[config.mk]
export PLATFORM = sky130hd
export DESIGN_NAME = f2_array_sched
export DESIGN_NICKNAME = d
export VERILOG_FILES = /design/src/rtl/f2_sched_pkg.sv /design/src/rtl/f2_sched_pipe.sv /design/src/rtl/f2_array_sched.sv
export SDC_FILE = /design/constraint.sdc
export NUM_CORES = 1
export LEC_CHECK = 0
export CAP_MARGIN = 10
export CORE_UTILIZATION = 27
export CTS_CLUSTER_SIZE = 14
export DETAILED_ROUTE_END_ITERATION = 16
export PLACE_DENSITY = 0.52
export RECOVER_POWER = 100
export SLEW_MARGIN = 20
export SYNTH_ARGS = -nofsm -noshare
export SYNTH_HDL_FRONTEND = slang
export SYNTH_HIERARCHICAL = 1
export SYNTH_SLANG_ARGS = --single-unit
[constraint.sdc]
create_clock -name clk -period 3.2 [get_ports clk]
set_input_delay 0.32 -clock clk [delete_from_list [all_inputs] [get_ports clk]]
set_output_delay 0.32 -clock clk [all_outputs]
set_load 0.01 [all_outputs]
[src/rtl/f2_sched_pkg.sv]
// Shared state encoding and sizing helpers for the f2 array scheduler.
// Beat counts are derived here so the top and the bench agree on node geometry.
package f2_sched_pkg;

    localparam logic [1:0] ST_IDLE  = 2'd0;
    localparam logic [1:0] ST_ISSUE = 2'd1;
    localparam logic [1:0] ST_DRAIN = 2'd2;
    localparam logic [1:0] ST_DONE  = 2'd3;

    function automatic int ilog2(input int v);
        int r;
        r = 0;
        for (int i = 0; i < 31; i++) begin
            if ((1 << i) < v) r = i + 1;
        end
        return r;
    endfunction

    // Index of the final beat; nodes narrower than one beat still take one beat.
    function automatic int beat_last(input int len, input int log2p);
        return (len >= log2p) ? (1 << (len - log2p)) - 1 : 0;
    endfunction

endpackage

[src/rtl/f2_sched_pipe.sv]
// Read-latency delay line: carries beat valid and beat index so write-back
// and array enable line up with belief-memory read data.
module f2_sched_pipe
    import f2_sched_pkg::*;
#(
    parameter int AW     = 6,
    parameter int RD_LAT = 1
) (
    input  logic          clk,
    input  logic          rst,
    input  logic          rd_vld,
    input  logic [AW-1:0] rd_k,
    input  logic [AW-1:0] base_d,
    output logic          wr_en,
    output logic          f2_en,
    output logic [AW-1:0] wr_addr,
    output logic          drain_last
);

    // Every stage except the output one; when these are empty the current write is the last.
    localparam logic [RD_LAT-1:0] HEAD_MASK = {RD_LAT{1'b1}} >> 1;

    logic [RD_LAT-1:0] vld_p;
    logic [AW-1:0]     k_p [RD_LAT];

    always_ff @(posedge clk or posedge rst) begin
        if (rst) begin
            vld_p <= '0;
        end else begin
            vld_p[0] <= rd_vld;
            for (int i = 1; i < RD_LAT; i++) begin
                vld_p[i] <= vld_p[i-1];
            end
        end
    end

    always_ff @(posedge clk) begin
        k_p[0] <= rd_k;
        for (int i = 1; i < RD_LAT; i++) begin
            k_p[i] <= k_p[i-1];
        end
    end

    assign wr_en      = vld_p[RD_LAT-1];
    assign f2_en      = wr_en;
    assign wr_addr    = wr_en ? base_d + k_p[RD_LAT-1] : '0;
    assign drain_last = ~|(vld_p & HEAD_MASK);

endmodule

[src/rtl/f2_array_sched.sv]
// Beat sequencer for the P-lane f2 (d = min(a,b)+c) array: issues operand
// reads, then aligned write-backs of d, and pulses done after the last write.
module f2_array_sched
    import f2_sched_pkg::*;
#(
    parameter int Q      = 10,
    parameter int P      = 16,
    parameter int N      = 1024,
    parameter int AW     = 6,
    parameter int LW     = 4,
    parameter int RD_LAT = 1
) (
    input  logic          clk,
    input  logic          rst,
    input  logic          start,
    input  logic [LW-1:0] len_log2,
    input  logic [AW-1:0] base_a,
    input  logic [AW-1:0] base_b,
    input  logic [AW-1:0] base_c,
    input  logic [AW-1:0] base_d,
    output logic          busy,
    output logic          done,
    output logic          err,
    output logic          rd_en,
    output logic [AW-1:0] rd_addr_a,
    output logic [AW-1:0] rd_addr_b,
    output logic [AW-1:0] rd_addr_c,
    output logic          f2_en,
    output logic          wr_en,
    output logic [AW-1:0] wr_addr,
    output logic [P-1:0]  lane_mask
);

    localparam int            LOG2N   = ilog2(N);
    localparam int            LOG2P   = ilog2(P);
    localparam logic [LW-1:0] LEN_MAX = LW'(LOG2N);

    if (Q < 1 || RD_LAT < 1 || RD_LAT > 3 || (1 << AW) != N / P) begin : g_bad_cfg
        $error("f2_array_sched: unsupported parameter combination");
    end

    function automatic logic [P-1:0] lane_mask_f(input logic [LW-1:0] len);
        logic [P-1:0] m;
        m = '0;
        for (int i = 0; i < P; i++) begin
            m[i] = (len >= LW'(LOG2P)) || (i < (1 << len));
        end
        return m;
    endfunction

    logic [1:0]    state_q;
    logic [AW-1:0] k_q;
    logic [AW-1:0] last_q;
    logic [AW-1:0] base_a_q, base_b_q, base_c_q, base_d_q;
    logic [P-1:0]  mask_q;
    logic          err_q;
    logic          len_ok;
    logic          accept;
    logic          drain_last;

    assign len_ok = (len_log2 <= LEN_MAX);
    assign accept = (state_q == ST_IDLE) && start && len_ok;

    always_ff @(posedge clk or posedge rst) begin
        if (rst) begin
            state_q <= ST_IDLE;
            k_q     <= '0;
            err_q   <= 1'b0;
        end else begin
            err_q <= (state_q == ST_IDLE) && start && !len_ok;
            case (state_q)
                ST_IDLE: begin
                    if (accept) begin
                        state_q <= ST_ISSUE;
                        k_q     <= '0;
                    end
                end
                ST_ISSUE: begin
                    k_q <= k_q + 1'b1;
                    if (k_q == last_q) state_q <= ST_DRAIN;
                end
                ST_DRAIN: begin
                    if (drain_last) state_q <= ST_DONE;
                end
                ST_DONE:  state_q <= ST_IDLE;
                default:  state_q <= ST_IDLE;
            endcase
        end
    end

    // Job descriptor is held for the whole job; outputs are gated so reset values never leak out.
    always_ff @(posedge clk) begin
        if (accept) begin
            base_a_q <= base_a;
            base_b_q <= base_b;
            base_c_q <= base_c;
            base_d_q <= base_d;
            last_q   <= AW'(beat_last(int'(len_log2), LOG2P));
            mask_q   <= lane_mask_f(len_log2);
        end
    end

    assign busy      = (state_q == ST_ISSUE) || (state_q == ST_DRAIN);
    assign done      = (state_q == ST_DONE);
    assign err       = err_q;
    assign rd_en     = (state_q == ST_ISSUE);
    assign rd_addr_a = rd_en ? base_a_q + k_q : '0;
    assign rd_addr_b = rd_en ? base_b_q + k_q : '0;
    assign rd_addr_c = rd_en ? base_c_q + k_q : '0;
    assign lane_mask = wr_en ? mask_q : '0;

    f2_sched_pipe #(
        .AW     (AW),
        .RD_LAT (RD_LAT)
    ) u_pipe (
        .clk        (clk),
        .rst        (rst),
        .rd_vld     (rd_en),
        .rd_k       (k_q),
        .base_d     (base_d_q),
        .wr_en      (wr_en),
        .f2_en      (f2_en),
        .wr_addr    (wr_addr),
        .drain_last (drain_last)
    );

endmodule

==> flow_summary.json, run 1 <==
{
  "htree_levels": 2,
  "clock_path_buffers": 2,
  "start_kind": "flip-flop",
  "start_util_pct": 27.9,
  "grt_pass1_wl_mm": 11.4,
  "area_growth_pct": 29.2,
  "max_slew_margin_pct": 26.1,
  "syn_avg_cell_area_sq_um": 11.6,
  "std_cell_rows": 40,
  "cts_buffers": 5,
  "final_core_util_pct": 36.0,
  "status": "completed",
  "setup_viol": 0,
  "gr-usage-all-layers_pct": 11.2,
  "fin_nets": 432,
  "mostFrequentLayoutCells": "60 x dlygate4sd3_1, 39 x edfxtp_1, 34 x ha_1, 21 x and2_1, 19 x xnor2_1",
  "wl_mm": 7.14,
  "antenna_found_initial": 0,
  "vias": 2355,
  "drt_first_pass_iters": 4,
  "diodes": 0,
  "maxSlewViolCount": 0,
  "path_class": "reg -> out",
  "yosysUniqueCellTypes": 47,
  "die_h_microns": 114,
  "timing.final.crit_share_pct": 94.4,
  "finalHoldViolCount": 0,
  "grt-ovfl-total": 0,
  "port_buffers": 76,
  "root_buffer": "clkbuf_16",
  "finClkSkew_ns": 0.00844,
  "yosys-top-cells-area": "edfxtp_1 35%, ha_1 13%, dfrtp_1 7.4%, and2_1 5.9%, xnor2_1 4.9%",
  "dp_cells": 524,
  "yosysSeqAreaShare_pct": 45.7,
  "place.gp.congestion": 0.765,
  "place_area_sq_um": 4280,
  "syn_area_sq_um": 3370,
  "synth-edff-count": 39,
  "syn_nets": 361,
  "cts_tree": "done",
  "rsz0062_at_grt": "no",
  "final_common_cell": "dlygate4sd3_1",
  "cts_setup_buffers": 0,
  "clock.fmax_ghz": 0.331,
  "setup_slack_ns": 0.181,
  "p_per_area_nw_per_um2": 701,
  "hold_ws_ns": 0.341,
  "synth_cells": 292,
  "grt_max_degree": 32,
  "power_mw": 3.05,
  "wl_per_cell_microns": 13.4,
  "coreArea_sq_um": 12100,
  "first_iter_violations": 65,
  "ios": 77,
  "die_area_sq_um": 12900,
  "cts_resized": 0,
  "synthFlopType": "edfxtp_1",
  "clkSinkCount": 55,
  "antenna_left": 0,
  "grt_pass1_vias": 2272,
  "cp.required_ns": 2.88,
  "clock_latency_ns": 0.29,
  "pre_cts_slack_ns": 0.492,
  "hpwl_mm": 5.43,
  "vias_per_cell": 4.43,
  "async_reset_ff_share_pct": 18.2,
  "die_w_microns": 114,
  "endpoint_kind": "output port",
  "synth_top_area_share_pct": 34.7,
  "cp_max_fo": 9,
  "clk_pin_slew_worst_paths_ns": 0.07,
  "cap_violations": 0,
  "fin_area_sq_um": 4360,
  "instances_no_fill": 532,
  "drc": 0,
  "fin_tns_setup_ns": 0,
  "synth_area_leader_cell": "edfxtp_1",
  "leakagePower_nw": 1.77,
  "postCtsHoldBufs": 0,
  "worst_ir_drop_vdd_uv": 308,
  "tightest_slew_ns": 1.10,
  "drive_above_1_share_pct": 3.30,
  "period_minus_slack_ns": 3.02,
  "hp-class": "in -> async",
  "yosysWarningCount": 6,
  "critPathArrivalTime_ns": 2.70,
  "ys_ff_latch": 55
}
## Yosys cell counts (all sizes together) (4+ instances only)
master,number
dfrtp,10
nand2,14
nand3,11
xnor2,19
inv,13
clkbuf,4
o21ai,11
nor4b,6
dfxtp,6
nand2b,5
nor2,6
edfxtp,39
a21oi,11
o311ai,6
ha,34
xor2,5
and2,32
buf,11
fa,4
a21o,9
## state kept, by name, summed over array words and instances, names as in the netlist
| name | count |
|---|---|
| mask_q | 9 |
| base_a_q | 6 |
| base_b_q | 6 |
| base_c_q | 6 |
| base_d_q | 6 |
| k_q | 6 |
| last_q | 6 |
| u_pipe/k_p | 6 |
| state_q | 2 |
| err | 1 |
| u_pipe/f2_en | 1 |
## per-layer routing
layer,share of wire (%),vias up,global-route usage (%),wire (microns)
met4,0.64,0,2.34,46
li1,-,1196,-,-
met5,0,-,0,0
met3,2.6,2,1.70,187
met1,45,1120,13.8,3200
met2,52,37,20.7,3700
## power breakdown
| group | internal, mW | switching [mW] | total [mW] |
|---|---|---|---|
| clock | 0.290 | 0.232 | 0.522 |
| combinational | 0.757 | 0.718 | 1.47 |
| sequential | 0.911 | 0.146 | 1.06 |
## final cells by class
type                       instances  area (sq um)
multi-input combinational        209          1640
fill                            1220          7750
tap                              168           210
timing repair buffer              79           783
clock inverter                     1          5.00
clock buffer                       7           133
inverter                          13          48.8
sequential                        55          1540
## worst max-delay path, stage by stage (launching register included)
cell	delay, ns
dfrtp_1	0.54
ha_1	0.31
fa_1	0.40
a21o_1	0.17
a21oi_1	0.17
xnor2_1	0.14
and2_0	0.15
clkdlybuf4s50_1	0.53
## final timing paths
| path | startpoint | to | slack [ns] | depth (start not counted) |
|---|---|---|---|---|
| worst max-delay path | k_q[0]$_DFFE_PP0P_ | rd_addr_a[4] | 0.18 | 7 |
| worst min-delay path | rst | u_pipe/f2_en$_DFF_PP0_ | 0.34 | 2 |
| worst max register to register | state_q[0]$_DFFE_PP0P_ | last_q[2]$_SDFFCE_PN0P_ | 0.81 | 5 |
| worst min register to register | k_q[4]$_DFFE_PP0P_ | u_pipe/k_p[0][4]$_DFF_P_ | 0.62 | 0 |
| max in group asynchronous | rst | k_q[4]$_DFFE_PP0P_ | 2.47 | 2 |
| min in group clk | k_q[4]$_DFFE_PP0P_ | u_pipe/k_p[0][4]$_DFF_P_ | 0.62 | 0 |
## logic make-up after synthesis
group / share of synthesized area, %
buffers and inverters: 4.56
XOR/XNOR: 6.23
AND/OR/NAND/NOR: 16.8
adder cells (fa/ha/maj): 15.0
AO/OA/AOI/OAI: 11.6
other: 0.111
flip-flops: 45.7
Note: power is estimated with default switching activity, not from simulation.
==> run 2: changes to the inputs <==
CELL_PAD_IN_SITES_DETAIL_PLACEMENT = 1   (was not set)
CELL_PAD_IN_SITES_GLOBAL_PLACEMENT = 1   (was not set)
PLACE_DENSITY = 0.62   (was 0.52)
==> flow_summary.json, run 2 (synthesis gave the netlist of run 1 again) <==
{
  "clock.fmax_ghz": 0.334,
  "diodes": 0,
  "coreArea_sq_um": 12100,
  "grt-ovfl-total": 0,
  "antenna_found_initial": 0,
  "clock_latency_ns": 0.29,
  "status": "completed",
  "std_cell_rows": 40,
  "setup_viol": 0,
  "regMostFlops": "mask_q",
  "critPathArrivalTime_ns": 2.68,
  "die_h_microns": 114,
  "ios": 77,
  "cp_slowest_cell": "clkdlybuf4s50_1",
  "grt_pass1_wl_mm": 12.4,
  "cts_buffers": 5,
  "start_util_pct": 27.9,
  "fin_nets": 431,
  "maxSlewViolCount": 0,
  "endpoint_kind": "output port",
  "cp.required_ns": 2.88,
  "path_cells": "ha_1, fa_1, a21o_1, a21oi_1, xnor2_1, and2_0, clkdlybuf4s50_1",
  "multiInputGateArea_sq_um": 1640,
  "finClkSkew_ns": 0.00673,
  "wl_mm": 7.59,
  "postCtsHoldBufs": 0,
  "clk_pin_slew_worst_paths_ns": 0.07,
  "path_class": "reg -> out",
  "cts_tree": "done",
  "start_kind": "flip-flop",
  "cap_violations": 0,
  "root_buffer": "clkbuf_16",
  "clock_path_buffers": 2,
  "grt_max_degree": 41,
  "worst_ir_drop_vdd_uv": 213,
  "leakagePower_nw": 1.77,
  "vias_per_cell": 4.55,
  "drive_above_1_share_pct": 4.41,
  "regArea_sq_um": 1540,
  "drc": 0,
  "fin_area_sq_um": 4390,
  "r2r-start": "state_q[1]$_DFFE_PP0P_",
  "period_minus_slack_ns": 3.00,
  "setup_slack_ns": 0.202,
  "final_common_cell": "dlygate4sd3_1",
  "gr-usage-all-layers_pct": 12.2,
  "largest_reg_flops": 9,
  "rr_endpoint": "base_d_q[5]$_DFFE_PP_",
  "grt_pass1_vias": 2552,
  "antenna_left": 0,
  "wl_per_cell_microns": 14.3,
  "hp-class": "in -> async",
  "rrSetupSlack_ns": 1.00,
  "rsz0062_at_grt": "no",
  "num-fill-cells": 1358,
  "tightest_slew_ns": 1.14,
  "area_growth_pct": 30.1,
  "pre_cts_slack_ns": 0.501,
  "port_buffers": 76,
  "hpwl_mm": 5.69,
  "rr_worst_depth": 4,
  "mostFrequentLayoutCells": "56 x dlygate4sd3_1, 39 x edfxtp_1, 34 x ha_1, 20 x and2_1, 20 x clkdlybuf4s50_1",
  "drt_first_pass_iters": 4,
  "vias": 2416,
  "cp_max_fo": 9,
  "place.gp.congestion": 0.736,
  "p_per_area_nw_per_um2": 721,
  "first_iter_violations": 74,
  "clkSinkCount": 55,
  "fin_tns_setup_ns": 0,
  "timing.final.crit_share_pct": 93.7,
  "max_slew_margin_pct": 23.3,
  "place_area_sq_um": 4260,
  "htree_levels": 2,
  "die_w_microns": 114,
  "power_mw": 3.16,
  "slowest_delay_ns": 0.53,
  "die_area_sq_um": 12900,
  "finalHoldViolCount": 0
}
## run 2: what timing repair did
item,4_1_cts,5_1_grt
resized for setup,0,1
setup endpoints to repair,0,1
buffers inserted,0,0
## run 2: metrics by stage
| stage | utilization, % | hold slack (ns) | cells |
|---|---|---|---|
| 6_report | 36.2 | 0.324 | 531 |
| 4_1_cts | 36.5 | 0.189 | 531 |
| 3_5_place_dp | 35.1 | 0.498 | 523 |
| 5_1_grt | 36.2 | 0.342 | 531 |
| 2_1_floorplan | - | 0.0487 | 292 |
| 3_3_place_gp | 35.1 | 0.500 | 523 |
## run 2: worst max-delay path: cells and delay by family, from the launching register on
family                   cells  cell delay (ns)
buffers and inverters        1             0.53
AND/OR/NAND/NOR              1             0.14
adder cells (fa/ha/maj)      2             0.71
XOR/XNOR                     1             0.14
AO/OA/AOI/OAI                2             0.34
flip-flops                   1             0.52
## run 2: power by group
part           total (mW)  switching, mW  internal (mW)
combinational        1.50          0.735          0.763
sequential           1.06          0.147          0.913
clock               0.607          0.248          0.358
## run 2: worst max-delay path by stage
stage / startpoint / endpoint / slack (ns) / cells past startpoint
2_1_floorplan: state_q[0]$_DFFE_PP0P_ / base_a_q[0]$_DFFE_PP_ / 0.94 / 4
4_1_cts: k_q[0]$_DFFE_PP0P_ / rd_addr_c[4] / 0.18 / 7
5_1_grt: state_q[1]$_DFFE_PP0P_ / rd_addr_a[5] / 0.02 / 7
3_3_place_gp: k_q[0]$_DFFE_PP0P_ / rd_addr_a[4] / 0.53 / 7
6_report: k_q[0]$_DFFE_PP0P_ / rd_addr_c[4] / 0.20 / 7
3_5_place_dp: k_q[0]$_DFFE_PP0P_ / rd_addr_c[4] / 0.50 / 7
## run 2: per-layer routing
layer	global-route usage (%)	vias up	share of wire, %
met2	23.3	36	53
met3	1.86	9	2.7
met4	3.90	0	1.4
li1	-	1189	-
met5	0	-	0
met1	13.7	1182	43
## run 2: cell type report
class / count / share of cell area [%]
clock buffers: 7 / 3.73
flip-flops and latches: 55 / 35.1
clock inverters: 1 / 0.114
inverters: 13 / 1.11
well taps: 168 / 4.79
multi-input cells: 209 / 37.4
repair buffers: 78 / 17.7
==> run 3: changes to the inputs <==
ABC_AREA = 1   (was not set)
PLACE_DENSITY = 0.64   (was 0.62)
==> flow_summary.json, run 3 <==
{
  "rrSetupSlack_ns": 0.66,
  "place_area_sq_um": 4320,
  "die_h_microns": 115,
  "syn_nets": 445,
  "async_reset_ff_share_pct": 18.2,
  "vias": 2695,
  "instances_no_fill": 616,
  "synth-edff-count": 39,
  "vias_per_cell": 4.38,
  "crit_top_cell": "nand2_1",
  "hold_ws_ns": 0.321,
  "cts_resized": 0,
  "syn_area_sq_um": 3430,
  "final_core_util_pct": 35.9,
  "first_iter_violations": 63,
  "endpoint_kind": "output port",
  "final_common_cell": "nand2_1",
  "coreArea_sq_um": 12200,
  "critPathArrivalTime_ns": 2.64,
  "grt-ovfl-total": 0,
  "finalHoldViolCount": 0,
  "path_cells": "ha_1, fa_1, nand2_1, nand2_1, a21oi_1, xor2_1, nor2_1, dlygate4sd3_1",
  "cts_setup_buffers": 0,
  "gr-usage-all-layers_pct": 14.2,
  "grt_pass1_vias": 2900,
  "drc": 0,
  "setup_slack_ns": 0.236,
  "clkSinkCount": 55,
  "power_mw": 2.81,
  "start_kind": "flip-flop",
  "yosysWarningCount": 6,
  "syn_avg_cell_area_sq_um": 9.11,
  "cp_max_fo": 10,
  "regMostFlops": "mask_q",
  "maxSlewViolCount": 0,
  "hp-class": "in -> async",
  "antenna_left": 0,
  "clock_latency_ns": 0.30,
  "rsz0062_at_grt": "no",
  "synthFlopType": "edfxtp_1",
  "std_cell_rows": 40,
  "yosysSeqAreaShare_pct": 45.0,
  "cts_tree": "done",
  "cp_slowest_cell": "dlygate4sd3_1",
  "yosys-top-cells-area": "edfxtp_1 34%, ha_1 12%, nand2_1 10%, dfrtp_1 7.3%, inv_1 6.7%",
  "setup_viol": 0,
  "area_growth_pct": 27.9,
  "largest_reg_flops": 9,
  "ios": 77,
  "p_per_area_nw_per_um2": 642,
  "root_buffer": "clkbuf_16",
  "port_buffers": 76,
  "clk_pin_slew_worst_paths_ns": 0.07,
  "synthTopCellsByCount": "92 x nand2_1, 61 x inv_1, 39 x edfxtp_1",
  "timing.final.crit_share_pct": 92.6,
  "worst_ir_drop_vdd_uv": 216,
  "diodes": 0,
  "leakagePower_nw": 2.08,
  "grt_pass1_wl_mm": 14.1,
  "start_util_pct": 28.1,
  "antenna_found_initial": 0,
  "cts_buffers": 5,
  "status": "completed",
  "wl_mm": 8.41,
  "rr_endpoint": "k_q[5]$_DFFE_PP0P_",
  "drive_above_1_share_pct": 4.02,
  "r2r-start": "state_q[1]$_DFFE_PP0P_",
  "cap_violations": 0,
  "synth_cells": 376,
  "fin_tns_setup_ns": 0,
  "cp.required_ns": 2.88,
  "fin_nets": 516,
  "fin_area_sq_um": 4380,
  "htree_levels": 2,
  "hpwl_mm": 6.71,
  "period_minus_slack_ns": 2.96,
  "pre_cts_slack_ns": 0.659,
  "postCtsHoldBufs": 0,
  "mostFrequentLayoutCells": "94 x nand2_1, 71 x dlygate4sd3_1, 61 x inv_1, 39 x edfxtp_1, 34 x ha_1",
  "yosysMostFrequentCell": "nand2_1",
  "path_class": "reg -> out",
  "finClkSkew_ns": 0.00527,
  "ys_ff_latch": 55,
  "clock.fmax_ghz": 0.337,
  "drt_first_pass_iters": 4,
  "wl_per_cell_microns": 13.6,
  "grt_max_degree": 34,
  "place.gp.congestion": 0.782,
  "dp_cells": 608,
  "clock_path_buffers": 2,
  "slowest_delay_ns": 0.62,
  "yosysUniqueCellTypes": 32,
  "num-fill-cells": 1464,
  "die_area_sq_um": 13100,
  "synth_area_leader_cell": "edfxtp_1",
  "tightest_slew_ns": 1.08,
  "max_slew_margin_pct": 27.4,
  "synth_top_area_share_pct": 34.2,
  "die_w_microns": 115,
  "rr_worst_depth": 6
}
-- run 3: cell types whose count changed after synthesis, sizes merged, moves of 9 or more --
cell	before	now
nand2	14	97
xnor2	19	3
nand4	2	13
and2	32	0
a21o	9	0
inv	13	61
nor2	6	28
-- run 3: cell type report --
cell class | count | area [sq um] | area share (%)
Tap cell | 168 | 210 | 4.80
Inverter | 61 | 229 | 5.22
Clock inverter | 2 | 12.5 | 0.285
Sequential cell | 55 | 1540 | 35.2
Timing Repair Buffer | 78 | 769 | 17.6
Clock buffer | 6 | 129 | 2.94
Multi-Input combinational cell | 246 | 1490 | 34.0
-- run 3: cells by family after synthesis --
kind of cell               count (synthesis)  share of synthesized area [%]
AOI/OAI and AO/OA                         35                           6.50
adders and majority gates                 38                           14.8
DFF                                       55                           45.0
other                                      1                          0.109
xor gates and xnor gates                  11                           2.81
buffers and inverters                     75                           9.89
and+or+nand+nor                          161                           21.0
-- run 3: report_power, final --
part | leakage (nW) | internal [mW] | total [mW] | switching, mW
sequential | 0.531 | 0.898 | 1.02 | 0.123
clock | 0.0669 | 0.290 | 0.547 | 0.257
combinational | 1.48 | 0.553 | 1.25 | 0.694
-- run 3: worst max-delay path by stage --
stage	startpoint	to	slack (ns)	cells past startpoint
floorplan	state_q[0]$_DFFE_PP0P_	base_a_q[0]$_DFFE_PP_	1.06	6
global placement	k_q[0]$_DFFE_PP0P_	rd_addr_b[4]	0.70	8
detailed placement	k_q[0]$_DFFE_PP0P_	rd_addr_c[4]	0.66	8
CTS	k_q[0]$_DFFE_PP0P_	rd_addr_c[4]	0.33	8
global route	k_q[0]$_DFFE_PP0P_	rd_addr_b[4]	0.1	8
finish	k_q[0]$_DFFE_PP0P_	rd_addr_c[4]	0.24	8
-- run 3: worst max-delay path, delay by kind of cell (launching register included) --
kind	cells	cell delay (ns)
compound gates	1	0.15
xor+xnor	1	0.17
fa+ha+maj	2	0.72
buf+inv	1	0.62
flops	1	0.51
simple gates	3	0.18
-- run 3: metal layers --
metal / vias up / track usage [%] / part of all wire (%)
met2: 34 / 26.2 / 53
met3: 7 / 2.70 / 2.3
met1: 1297 / 16.2 / 43
met4: 0 / 4.76 / 1.6
met5: - / 0 / 0
li1: 1357 / - / -
